### src/rtl/ex_operand_stage_pkg.sv
// rtl/ex_operand_stage_pkg.sv - shared ALU opcodes, operand-source encodings and widths
package ex_operand_stage_pkg;

    localparam int NB_REG_ADDR_DEF = 5;
    localparam int NB_SHAMT        = 5;

    localparam logic [3:0] ALU_SLL  = 4'b0000;
    localparam logic [3:0] ALU_SRL  = 4'b0010;
    localparam logic [3:0] ALU_SRA  = 4'b0011;
    localparam logic [3:0] ALU_SRAV = 4'b0001;
    localparam logic [3:0] ALU_SRLV = 4'b0110;
    localparam logic [3:0] ALU_SLLV = 4'b1010;
    localparam logic [3:0] ALU_ADD  = 4'b1100;
    localparam logic [3:0] ALU_SUB  = 4'b1011;
    localparam logic [3:0] ALU_AND  = 4'b0100;
    localparam logic [3:0] ALU_OR   = 4'b1101;
    localparam logic [3:0] ALU_XOR  = 4'b1110;
    localparam logic [3:0] ALU_NOR  = 4'b0111;
    localparam logic [3:0] ALU_SLT  = 4'b1001;
    localparam logic [3:0] ALU_LUI  = 4'b1111;

    typedef enum logic [1:0] {
        SRC_REG    = 2'b00,
        SRC_IMM    = 2'b01,
        SRC_SHAMT  = 2'b10,
        SRC_SHIFTV = 2'b11
    } src_sel_e;

endpackage

### src/rtl/ex_operand_stage_if.sv
// rtl/ex_operand_stage_if.sv - ALU-facing bundle driven by the operand stage
interface ex_operand_stage_if #(
    parameter int NB_DATA       = 32,
    parameter int NB_ALU_OPCODE = 4,
    parameter int NB_REG_ADDR   = 5
);
    logic [NB_DATA-1:0]       o_first_operator;
    logic [NB_DATA-1:0]       o_second_operator;
    logic [NB_DATA-1:0]       o_store_data;
    logic [NB_ALU_OPCODE-1:0] o_alu_opcode;
    logic                     o_signed_operation;
    logic [NB_REG_ADDR-1:0]   o_wr_addr;
    logic                     o_reg_write;
    logic                     o_valid;

    modport master (
        output o_first_operator, o_second_operator, o_store_data, o_alu_opcode,
               o_signed_operation, o_wr_addr, o_reg_write, o_valid
    );

    modport slave (
        input  o_first_operator, o_second_operator, o_store_data, o_alu_opcode,
               o_signed_operation, o_wr_addr, o_reg_write, o_valid
    );
endinterface

### src/rtl/ex_operand_stage_fwd_select.sv
// rtl/ex_operand_stage_fwd_select.sv - EX/MEM > MEM/WB > register priority forward mux, r0 never forwarded
module ex_operand_stage_fwd_select #(
    parameter int NB_DATA     = 32,
    parameter int NB_REG_ADDR = 5
) (
    input  logic [NB_REG_ADDR-1:0] i_src_addr,
    input  logic [NB_DATA-1:0]     i_reg_data,
    input  logic                   i_exmem_reg_write,
    input  logic [NB_REG_ADDR-1:0] i_exmem_wr_addr,
    input  logic [NB_DATA-1:0]     i_exmem_result,
    input  logic                   i_memwb_reg_write,
    input  logic [NB_REG_ADDR-1:0] i_memwb_wr_addr,
    input  logic [NB_DATA-1:0]     i_memwb_data,
    output logic [NB_DATA-1:0]     o_data,
    output logic                   o_hit
);
    logic src_nonzero;
    logic exmem_hit;
    logic memwb_hit;

    assign src_nonzero = (i_src_addr != '0);
    assign exmem_hit   = i_exmem_reg_write && (i_exmem_wr_addr == i_src_addr) && src_nonzero;
    assign memwb_hit   = i_memwb_reg_write && (i_memwb_wr_addr == i_src_addr) && src_nonzero;

    always_comb begin
        o_data = i_reg_data;
        if (exmem_hit) begin
            o_data = i_exmem_result;
        end else if (memwb_hit) begin
            o_data = i_memwb_data;
        end
    end

    assign o_hit = exmem_hit | memwb_hit;
endmodule

### src/rtl/ex_operand_stage.sv
// rtl/ex_operand_stage.sv - ID/EX operand stage with forwarding and sticky stall capture; EX_OPERAND_STAGE_PERF_EN adds perf counters
module ex_operand_stage
    import ex_operand_stage_pkg::*;
#(
    parameter int NB_DATA       = 32,
    parameter int NB_ALU_OPCODE = 4,
    parameter int NB_REG_ADDR   = NB_REG_ADDR_DEF,
    parameter int NB_IMM        = 16
) (
    input  logic                     i_clock,
    input  logic                     i_reset_n,
    input  logic                     i_stall,
    input  logic                     i_flush,
    input  logic                     i_valid,
    input  logic [NB_DATA-1:0]       i_rs_data,
    input  logic [NB_DATA-1:0]       i_rt_data,
    input  logic [NB_REG_ADDR-1:0]   i_rs_addr,
    input  logic [NB_REG_ADDR-1:0]   i_rt_addr,
    input  logic [NB_REG_ADDR-1:0]   i_wr_addr,
    input  logic [NB_SHAMT-1:0]      i_shamt,
    input  logic [NB_IMM-1:0]        i_imm,
    input  logic                     i_imm_sign_ext,
    input  logic [1:0]               i_src_sel,
    input  logic [NB_ALU_OPCODE-1:0] i_alu_opcode,
    input  logic                     i_signed_operation,
    input  logic                     i_reg_write,
    input  logic                     i_exmem_reg_write,
    input  logic [NB_REG_ADDR-1:0]   i_exmem_wr_addr,
    input  logic [NB_DATA-1:0]       i_exmem_result,
    input  logic                     i_memwb_reg_write,
    input  logic [NB_REG_ADDR-1:0]   i_memwb_wr_addr,
    input  logic [NB_DATA-1:0]       i_memwb_data,
    ex_operand_stage_if.master       alu_if
`ifdef EX_OPERAND_STAGE_PERF_EN
    ,
    output logic [31:0]              o_stall_cycles,
    output logic [31:0]              o_fwd_events
`endif
);
    logic                     valid_q,        valid_d;
    logic [NB_DATA-1:0]       rs_q,           rs_d;
    logic [NB_DATA-1:0]       rt_q,           rt_d;
    logic [NB_REG_ADDR-1:0]   rs_addr_q,      rs_addr_d;
    logic [NB_REG_ADDR-1:0]   rt_addr_q,      rt_addr_d;
    logic [NB_REG_ADDR-1:0]   wr_addr_q,      wr_addr_d;
    logic [NB_SHAMT-1:0]      shamt_q,        shamt_d;
    logic [NB_IMM-1:0]        imm_q,          imm_d;
    logic                     imm_sign_ext_q, imm_sign_ext_d;
    src_sel_e                 src_sel_q,      src_sel_d;
    logic [NB_ALU_OPCODE-1:0] alu_opcode_q,   alu_opcode_d;
    logic                     signed_q,       signed_d;
    logic                     reg_write_q,    reg_write_d;

    logic [NB_DATA-1:0] fwd_rs;
    logic [NB_DATA-1:0] fwd_rt;
    logic               rs_hit;
    logic               rt_hit;
    logic [NB_DATA-1:0] imm_ext;
    logic [NB_DATA-1:0] first_op;
    logic [NB_DATA-1:0] second_op;

    ex_operand_stage_fwd_select #(.NB_DATA(NB_DATA), .NB_REG_ADDR(NB_REG_ADDR)) u_fwd_rs (
        .i_src_addr        (rs_addr_q),
        .i_reg_data        (rs_q),
        .i_exmem_reg_write (i_exmem_reg_write),
        .i_exmem_wr_addr   (i_exmem_wr_addr),
        .i_exmem_result    (i_exmem_result),
        .i_memwb_reg_write (i_memwb_reg_write),
        .i_memwb_wr_addr   (i_memwb_wr_addr),
        .i_memwb_data      (i_memwb_data),
        .o_data            (fwd_rs),
        .o_hit             (rs_hit)
    );

    ex_operand_stage_fwd_select #(.NB_DATA(NB_DATA), .NB_REG_ADDR(NB_REG_ADDR)) u_fwd_rt (
        .i_src_addr        (rt_addr_q),
        .i_reg_data        (rt_q),
        .i_exmem_reg_write (i_exmem_reg_write),
        .i_exmem_wr_addr   (i_exmem_wr_addr),
        .i_exmem_result    (i_exmem_result),
        .i_memwb_reg_write (i_memwb_reg_write),
        .i_memwb_wr_addr   (i_memwb_wr_addr),
        .i_memwb_data      (i_memwb_data),
        .o_data            (fwd_rt),
        .o_hit             (rt_hit)
    );

    // Stall reloads rs/rt with their forwarded values so a result retiring mid-stall survives.
    always_comb begin
        valid_d        = valid_q;
        rs_d           = rs_q;
        rt_d           = rt_q;
        rs_addr_d      = rs_addr_q;
        rt_addr_d      = rt_addr_q;
        wr_addr_d      = wr_addr_q;
        shamt_d        = shamt_q;
        imm_d          = imm_q;
        imm_sign_ext_d = imm_sign_ext_q;
        src_sel_d      = src_sel_q;
        alu_opcode_d   = alu_opcode_q;
        signed_d       = signed_q;
        reg_write_d    = reg_write_q;
        if (i_flush) begin
            valid_d        = 1'b0;
            rs_d           = '0;
            rt_d           = '0;
            rs_addr_d      = '0;
            rt_addr_d      = '0;
            wr_addr_d      = '0;
            shamt_d        = '0;
            imm_d          = '0;
            imm_sign_ext_d = 1'b0;
            src_sel_d      = SRC_REG;
            alu_opcode_d   = '0;
            signed_d       = 1'b0;
            reg_write_d    = 1'b0;
        end else if (i_stall) begin
            rs_d = fwd_rs;
            rt_d = fwd_rt;
        end else begin
            valid_d        = i_valid;
            rs_d           = i_rs_data;
            rt_d           = i_rt_data;
            rs_addr_d      = i_rs_addr;
            rt_addr_d      = i_rt_addr;
            wr_addr_d      = i_wr_addr;
            shamt_d        = i_shamt;
            imm_d          = i_imm;
            imm_sign_ext_d = i_imm_sign_ext;
            src_sel_d      = src_sel_e'(i_src_sel);
            alu_opcode_d   = i_alu_opcode;
            signed_d       = i_signed_operation;
            reg_write_d    = i_reg_write;
        end
    end

    always_ff @(posedge i_clock or negedge i_reset_n) begin
        if (!i_reset_n) begin
            valid_q        <= 1'b0;
            rs_q           <= '0;
            rt_q           <= '0;
            rs_addr_q      <= '0;
            rt_addr_q      <= '0;
            wr_addr_q      <= '0;
            shamt_q        <= '0;
            imm_q          <= '0;
            imm_sign_ext_q <= 1'b0;
            src_sel_q      <= SRC_REG;
            alu_opcode_q   <= '0;
            signed_q       <= 1'b0;
            reg_write_q    <= 1'b0;
        end else begin
            valid_q        <= valid_d;
            rs_q           <= rs_d;
            rt_q           <= rt_d;
            rs_addr_q      <= rs_addr_d;
            rt_addr_q      <= rt_addr_d;
            wr_addr_q      <= wr_addr_d;
            shamt_q        <= shamt_d;
            imm_q          <= imm_d;
            imm_sign_ext_q <= imm_sign_ext_d;
            src_sel_q      <= src_sel_d;
            alu_opcode_q   <= alu_opcode_d;
            signed_q       <= signed_d;
            reg_write_q    <= reg_write_d;
        end
    end

    assign imm_ext = {{(NB_DATA-NB_IMM){imm_sign_ext_q & imm_q[NB_IMM-1]}}, imm_q};

    always_comb begin
        first_op  = fwd_rs;
        second_op = fwd_rt;
        case (src_sel_q)
            SRC_REG: begin
                first_op  = fwd_rs;
                second_op = fwd_rt;
            end
            SRC_IMM: begin
                first_op  = fwd_rs;
                second_op = imm_ext;
            end
            SRC_SHAMT: begin
                first_op  = fwd_rt;
                second_op = {{(NB_DATA-NB_SHAMT){1'b0}}, shamt_q};
            end
            default: begin
                first_op  = fwd_rt;
                second_op = {{(NB_DATA-NB_SHAMT){1'b0}}, fwd_rs[NB_SHAMT-1:0]};
            end
        endcase
    end

    // A bubble presents SLL 0,0 so the ALU result is 0.
    assign alu_if.o_first_operator   = valid_q ? first_op  : '0;
    assign alu_if.o_second_operator  = valid_q ? second_op : '0;
    assign alu_if.o_store_data       = valid_q ? fwd_rt    : '0;
    assign alu_if.o_alu_opcode       = valid_q ? alu_opcode_q : NB_ALU_OPCODE'(ALU_SLL);
    assign alu_if.o_signed_operation = valid_q & signed_q;
    assign alu_if.o_reg_write        = valid_q & reg_write_q;
    assign alu_if.o_wr_addr          = wr_addr_q;
    assign alu_if.o_valid            = valid_q;

`ifdef EX_OPERAND_STAGE_PERF_EN
    logic [31:0] stall_cycles_q;
    logic [31:0] fwd_events_q;

    always_ff @(posedge i_clock or negedge i_reset_n) begin
        if (!i_reset_n) begin
            stall_cycles_q <= '0;
            fwd_events_q   <= '0;
        end else begin
            if (i_stall && !i_flush && (stall_cycles_q != '1)) begin
                stall_cycles_q <= stall_cycles_q + 32'd1;
            end
            if (valid_q && (rs_hit || rt_hit) && (fwd_events_q != '1)) begin
                fwd_events_q <= fwd_events_q + 32'd1;
            end
        end
    end

    assign o_stall_cycles = stall_cycles_q;
    assign o_fwd_events   = fwd_events_q;
`else
    logic unused_fwd_hits;
    assign unused_fwd_hits = rs_hit | rt_hit;
`endif
endmodule

### src/flat_wrapper.sv
// flat-port wrapper written by rule: the top's interface ports become plain ports
module ex_operand_stage_flat import ex_operand_stage_pkg::*;
#(
    parameter int NB_DATA       = 32,
    parameter int NB_ALU_OPCODE = 4,
    parameter int NB_REG_ADDR   = NB_REG_ADDR_DEF,
    parameter int NB_IMM        = 16
)
  (i_clock, i_reset_n, i_stall, i_flush, i_valid, i_rs_data, i_rt_data, i_rs_addr, i_rt_addr, i_wr_addr, i_shamt, i_imm, i_imm_sign_ext, i_src_sel, i_alu_opcode, i_signed_operation, i_reg_write, i_exmem_reg_write, i_exmem_wr_addr, i_exmem_result, i_memwb_reg_write, i_memwb_wr_addr, i_memwb_data, alu_if_o_first_operator, alu_if_o_second_operator, alu_if_o_store_data, alu_if_o_alu_opcode, alu_if_o_signed_operation, alu_if_o_wr_addr, alu_if_o_reg_write, alu_if_o_valid);
  ex_operand_stage_if #(.NB_DATA(NB_DATA), .NB_ALU_OPCODE(NB_ALU_OPCODE), .NB_REG_ADDR(NB_REG_ADDR)) alu_if_i ();
  input  logic i_clock;
  input  logic i_reset_n;
  input  logic i_stall;
  input  logic i_flush;
  input  logic i_valid;
  input  logic [NB_DATA-1:0] i_rs_data;
  input  logic [NB_DATA-1:0] i_rt_data;
  input  logic [NB_REG_ADDR-1:0] i_rs_addr;
  input  logic [NB_REG_ADDR-1:0] i_rt_addr;
  input  logic [NB_REG_ADDR-1:0] i_wr_addr;
  input  logic [NB_SHAMT-1:0] i_shamt;
  input  logic [NB_IMM-1:0] i_imm;
  input  logic i_imm_sign_ext;
  input  logic [1:0] i_src_sel;
  input  logic [NB_ALU_OPCODE-1:0] i_alu_opcode;
  input  logic i_signed_operation;
  input  logic i_reg_write;
  input  logic i_exmem_reg_write;
  input  logic [NB_REG_ADDR-1:0] i_exmem_wr_addr;
  input  logic [NB_DATA-1:0] i_exmem_result;
  input  logic i_memwb_reg_write;
  input  logic [NB_REG_ADDR-1:0] i_memwb_wr_addr;
  input  logic [NB_DATA-1:0] i_memwb_data;
  output wire logic [$bits(alu_if_i.o_first_operator)-1:0] alu_if_o_first_operator;
  output wire logic [$bits(alu_if_i.o_second_operator)-1:0] alu_if_o_second_operator;
  output wire logic [$bits(alu_if_i.o_store_data)-1:0] alu_if_o_store_data;
  output wire logic [$bits(alu_if_i.o_alu_opcode)-1:0] alu_if_o_alu_opcode;
  output wire logic [$bits(alu_if_i.o_signed_operation)-1:0] alu_if_o_signed_operation;
  output wire logic [$bits(alu_if_i.o_wr_addr)-1:0] alu_if_o_wr_addr;
  output wire logic [$bits(alu_if_i.o_reg_write)-1:0] alu_if_o_reg_write;
  output wire logic [$bits(alu_if_i.o_valid)-1:0] alu_if_o_valid;
  assign alu_if_o_first_operator = alu_if_i.o_first_operator;
  assign alu_if_o_second_operator = alu_if_i.o_second_operator;
  assign alu_if_o_store_data = alu_if_i.o_store_data;
  assign alu_if_o_alu_opcode = alu_if_i.o_alu_opcode;
  assign alu_if_o_signed_operation = alu_if_i.o_signed_operation;
  assign alu_if_o_wr_addr = alu_if_i.o_wr_addr;
  assign alu_if_o_reg_write = alu_if_i.o_reg_write;
  assign alu_if_o_valid = alu_if_i.o_valid;
  ex_operand_stage #(.NB_DATA(NB_DATA), .NB_ALU_OPCODE(NB_ALU_OPCODE), .NB_REG_ADDR(NB_REG_ADDR), .NB_IMM(NB_IMM)) u_core (.i_clock(i_clock), .i_reset_n(i_reset_n), .i_stall(i_stall), .i_flush(i_flush), .i_valid(i_valid), .i_rs_data(i_rs_data), .i_rt_data(i_rt_data), .i_rs_addr(i_rs_addr), .i_rt_addr(i_rt_addr), .i_wr_addr(i_wr_addr), .i_shamt(i_shamt), .i_imm(i_imm), .i_imm_sign_ext(i_imm_sign_ext), .i_src_sel(i_src_sel), .i_alu_opcode(i_alu_opcode), .i_signed_operation(i_signed_operation), .i_reg_write(i_reg_write), .i_exmem_reg_write(i_exmem_reg_write), .i_exmem_wr_addr(i_exmem_wr_addr), .i_exmem_result(i_exmem_result), .i_memwb_reg_write(i_memwb_reg_write), .i_memwb_wr_addr(i_memwb_wr_addr), .i_memwb_data(i_memwb_data), .alu_if(alu_if_i));
endmodule
### config.mk
export PLATFORM = sky130hd
export DESIGN_NAME = ex_operand_stage_flat
export DESIGN_NICKNAME = d
export VERILOG_FILES = /design/src/rtl/ex_operand_stage_pkg.sv /design/src/rtl/ex_operand_stage_if.sv /design/src/rtl/ex_operand_stage_fwd_select.sv /design/src/rtl/ex_operand_stage.sv /design/src/flat_wrapper.sv
export SDC_FILE = /design/constraint.sdc
export NUM_CORES = 1
export LEC_CHECK = 0
export CORE_MARGIN = 4
export CORE_UTILIZATION = 65
export CTS_CLUSTER_DIAMETER = 100
export DETAILED_ROUTE_END_ITERATION = 10
export DONT_BUFFER_PORTS = 1
export PLACE_DENSITY = 0.81
export SLEW_MARGIN = 25
export SYNTH_ARGS = -nofsm -noshare
export SYNTH_HDL_FRONTEND = slang
export SYNTH_SLANG_ARGS = --single-unit
### constraint.sdc
create_clock -name i_clock -period 5.2 [get_ports i_clock]
set_input_delay 0.78 -clock i_clock [delete_from_list [all_inputs] [get_ports i_clock]]
set_output_delay 0.78 -clock i_clock [all_outputs]
set_load 0.005 [all_outputs]
# ---- Word-level counts from Yosys, hierarchy flattened
# Cells that the tools add are included.
dict set report word_totals {
  ff_bits 110
  output_inout_bits 108
  word_cells 71
}
dict set report classes {
  n_eq_ne 7
  mux 36
  bitwise_logic 3
  reduce_logical 12
}
# operator count
set op_table {}
lappend op_table {{32-bit 2-to-1 mux} 12}
lappend op_table {{32-bit one-hot mux with 3 select lines} 1}
lappend op_table {{5-bit 2-to-1 mux} 8}
lappend op_table {{16-bit 2-to-1 mux} 2}
lappend op_table {{5-bit == test} 4}
lappend op_table {{4-bit 2-to-1 mux} 3}
lappend op_table {{5-bit nonzero test} 2}
lappend op_table {{1-bit logical AND} 8}
lappend op_table {{1-bit 2-to-1 mux} 8}
lappend op_table {{2-bit 2-to-1 mux} 2}
lappend op_table {{1-bit bitwise AND} 3}
lappend op_table {{2-bit by 1-bit == test with 1-bit output (second input constant)} 1}
lappend op_table {{2-bit == test (second input constant)} 1}
lappend op_table {{2-bit zero test} 1}
lappend op_table {{2-bit by 1-bit inequality test with 1-bit output (second input constant)} 1}
lappend op_table {{2-bit OR reduction} 1}

# ---- Logic depth before layout (Yosys ltp)
dict set report logic_depth {
  word_depth 7
  ltp_mapped 7
  ltp_nobuf 5
}

# ---- Cells and area by module
# From an unflattened synthesis, not the netlist that was laid out.
dict set report hier_totals {
  hier_cells 953
  hier_area_um2 8095.3
}
# module n_inst cells_per_inst area_per_inst_um2 seq_area_each_um2
set by_module_without_submodules {}
lappend by_module_without_submodules {ex_operand_stage 1 551 5828.1 2752.6}
lappend by_module_without_submodules {ex_operand_stage_fwd_select 2 201 1133.6 0.0}

# ---- Least setup slack after synthesis
# No wires, ideal clock.
dict set report synth_timing {
  path_type {input port to output port}
  from {input port i_exmem_wr_addr[0]}
  to {output port alu_if_o_first_operator[10]}
  arrival_time_ps 2239
  required_time_ps 4420
  setup_slack_ps 2181
  path_stages 7
  path_buffers 2
  path_cell_list {xor2_1 -> nor4_4 -> and2_1 -> buf_6 -> buf_12 -> a211oi_4 -> o32ai_1}
}
dict set report synth_between {
  elab_chain_len 6
}
# element line_no
set synth_rtl {}
lappend synth_rtl {{start, declared} flat_wrapper.sv:29} ;# input logic [NB_REG_ADDR-1:0] i_exmem_wr_addr;
lappend synth_rtl {{5-bit == test} ex_operand_stage_fwd_select.sv:22} ;# assign exmem_hit = i_exmem_reg_write && (i_exmem_wr_addr == i_src_addr) && src_nonzero;
lappend synth_rtl {{1-bit logical AND (2 in a row)} ex_operand_stage_fwd_select.sv:22}
lappend synth_rtl {{32-bit 2-to-1 mux} ex_operand_stage_fwd_select.sv:27} ;# if (exmem_hit) begin
lappend synth_rtl {{32-bit 2-to-1 mux *} ex_operand_stage.sv:174} ;# case (src_sel_q)
lappend synth_rtl {{32-bit 2-to-1 mux *} ex_operand_stage.sv:195} ;# assign alu_if.o_first_operator = valid_q ? first_op : '0;
lappend synth_rtl {{end, declared} flat_wrapper.sv:34} ;# output wire logic [$bits(alu_if_i.o_first_operator)-1:0] alu_if_o_first_operator;
# Mark *: on every way between the ends. The rest lies on a longest branch, timed or not.

# ---- Worst setup path after layout
dict set report layout_timing {
  from {register u_core.valid_q, in the netlist u_core.alu_if.o_valid}
  to {output port alu_if_o_second_operator[16]}
}
dict set report layout_between {
  elab_chain_len 1
}
# element line_no
set layout_rtl {}
lappend layout_rtl {{start, declared} ex_operand_stage.sv:40} ;# logic valid_q, valid_d;
lappend layout_rtl {{start signal, assigned} ex_operand_stage.sv:153} ;# valid_q <= valid_d;
lappend layout_rtl {{32-bit 2-to-1 mux} ex_operand_stage.sv:196} ;# assign alu_if.o_second_operator = valid_q ? second_op : '0;
lappend layout_rtl {{end, declared} flat_wrapper.sv:35} ;# output wire logic [$bits(alu_if_i.o_second_operator)-1:0] alu_if_o_second_operator;
# Every way passes these cells.

==> flow_summary.toml <==
[clock_tree]
cts_num_sinks = 110
cts.repair.resized = 0
cts_setup_buffers = 0
cts_buffers = 9
clockBufferDepth = 2
htreeDepth = 3
hold_buffers = 0
path_clk_slew_ns = 0.08
insertion_delay_ns = 0.36
clockRootBuffer = "clkbuf_16"
cts_tree = "done"

[critical_path]
crit_fanout = 31
critical_path.cell_chain = "clkinv_1, nor2_4, buf_4, nand4_1, o31ai_1"
start_kind = "flop"
slowest_delay_ns = 0.77
arrival_ns = 3.60
worst_setup_path_end_kind = "primary output"
cp.required_ns = 4.42
cpMaxStageDelayCell = "nand4_1"
setup.worst_path.class = "reg -> out"

[detailed_routing]
dr_total_vias = 7413
routed_wl_um = 26660
drt_iter0_markers = 994
via_per_inst = 7.541
avgRoutedWirePerCell_um = 27.13
drt.antenna.violating_nets = 0
first_pass_iters = 5
route.detailed.drc = 0

[timing]
rsz0062_at_grt = "no"
fin_crit_ns = 4.383
hold_violations = 0
fin_worst_skew_ns = 0.008091
maxSlewViolCount = 0
period_share = 0.8430
max_freq_ghz = 0.2281
setup_viol = 0
layout_setup_ws_ns = 0.8167
max_slew_margin = 0.3338
worst_pin_slew_ns = 0.9993
setup-tns-final_ns = 0

[logic_synthesis]
yosys_warnings = 0
yosysTopAreaCell = "dfrtp_1"
syn-num-nets = 1079
ys_seq_elements = 110
synth_common_cells = "dfrtp_1, nor3_1, nor2_1"
netlist.area_leader.share = 0.3456
synth_flop_cell = "dfrtp_1"
synth_cell_types = 42
synth-seq-area-share = 0.3456
synth_most_common_cell = "dfrtp_1"
avgSynthCellArea_um2 = 8.958
synth_edf_count = 0
netlist_instances = 889
synth_top_cells_by_area = "dfrtp_1, o32ai_1, o31ai_1"
async_flop_share = 1.000
syn_area_mm2 = 0.007964

[finish]
diodes = 0
finalNetCount = 1021
fillers = 974
drive_gt1_frac = 0.1447
areaGrowthSynthToFinish_pct = 2.152

[floorplanning]
io_pins = 298
dieArea_mm2 = 0.01409
coreArea_mm2 = 0.01201
fp.dieH_um = 118.7
fp.dieW_um = 118.7
placementRows = 40
initial_core_util = 0.6630

[power_and_ir_drop]
leakagePower_nw = 3.235
irDropWorstVdd_uv = 310.5
power_density_mw_per_mm2 = 241.8

[grt]
antenna_found_initial = 0
grt_start_max_net_pins = 111
track_usage = 0.3636
grt-ovfl-total = 0
grt_pass1_wl_um = 40730
grt_pass1_vias = 7243

[worst_hold_path]
hp-class = "in -> async"

[status]
outcome = "finished, final reports clean"

[placement]
dp_hpwl_um = 18190
gp_congestion = 0.9360
portBuffers = 0
place_ws_ns = 1.287

[job]
max-cap-violations = 0
power breakdown:
| part | total (W) | internal [W] | switching, W | leakage, nW |
|---|---|---|---|---|
| Clock | 0.000678 | 0.000337 | 0.000341 | 0.144 |
| Combinational | 0.000341 | 0.000135 | 0.000206 | 1.63 |
| Sequential | 0.000948 | 0.000905 | 0.0000428 | 1.46 |
registers in the layout (all words and copies together) (netlist names):
name and count:
u_core.imm_sign_ext_q 1, u_core.rs_addr_q 5, u_core.shamt_q 5, u_core.alu_opcode_q 4, u_core.imm_q 16, u_core.rt_q 32, u_core.alu_if.o_wr_addr 5, u_core.alu_if.o_valid 1
u_core.rt_addr_q 5, u_core.src_sel_q 2, u_core.signed_q 1, u_core.reg_write_q 1, u_core.rs_q 32
through the flow:
| stage | instances | instance area, um^2 | hold WS, ns | total power (W) | util |
|---|---|---|---|---|---|
| global placement | 967 | 7843 | 0.4882 | 0.001281 | 0.6529 |
| finish | 983 | 8135 | 0.1090 | 0.001967 | 0.6773 |
| global route | 983 | 8135 | 0.09724 | 0.002050 | 0.6773 |
| detailed placement | 967 | 7843 | 0.4878 | 0.001295 | 0.6529 |
| floorplan | 889 | 7964 | 0.4814 | 0.001237 | - |
| CTS | 983 | 8134 | 0.1035 | 0.001971 | 0.6772 |
cells in the final DEF (no fill, tap or decap), drive strengths merged, types with 7 or more instances in the layout:
cell	instances
a211oi	54
and2	9
buf	15
clkbuf	9
dfrtp	110
inv	70
mux2i	46
nand2	52
nand3	21
nor2	90
nor3	101
o211ai	7
o21a	10
o21ai	56
o31ai	69
o32ai	62
or2	7
xnor2	12
xor2	8
cell families after synthesis:
logic type,Yosys count,share of synthesized area
multiplexers,46,0.05782
AND/OR/NAND/NOR,291,0.1750
XOR/XNOR,20,0.02200
flip-flops,110,0.3456
buffers and inverters,152,0.08767
AO/OA/AOI/OAI,270,0.3119
cell type report:
type	instances	area, um^2	share of cell area
Multi-Input combinational cell	627	4539	0.5580
Inverter	68	255.2	0.03137
Timing Repair Buffer	15	112.6	0.01384
Sequential cell	110	2753	0.3384
Clock inverter	7	66.31	0.008151
Tap cell	147	183.9	0.02261
Clock buffer	9	225.2	0.02768
critical path, delay by kind of cell (launching register included):
family / cells / cell delay [ns]
AO/OA/AOI/OAI: 1 / 0.36
flip-flops: 1 / 0.64
AND/OR/NAND/NOR: 2 / 1.28
buffers and inverters: 2 / 0.95
layer usage:
metal | GRT usage | part of all wire | up-vias
met4 | 0.1723 | 0.051 | 0
met2 | 0.5751 | 0.46 | 620
met3 | 0.1091 | 0.12 | 125
met5 | 0 | 0 | -
li1 | - | - | 3143
met1 | 0.4565 | 0.37 | 3525
worst paths after layout:
kind	from	to	slack [ns]	depth (start not counted)
min	i_reset_n	u_core.rs_q[17]$_DFF_PN0_	0.11	0
min reg2reg	u_core.alu_opcode_q[0]$_DFFE_PN0P_	u_core.alu_opcode_q[0]$_DFFE_PN0P_	0.52	2
max	u_core.alu_if.o_valid$_DFFE_PN0P_	alu_if_o_second_operator[16]	0.82	5
min in group i_clock	i_flush	u_core.imm_q[14]$_DFFE_PN0P_	0.51	1
max reg2reg	u_core.rs_addr_q[2]$_DFFE_PN0P_	u_core.rs_q[30]$_DFF_PN0_	2.19	6
max in group asynchronous	i_reset_n	u_core.rs_addr_q[2]$_DFFE_PN0P_	4.94	0
Power figures use the tool's default switching activity.
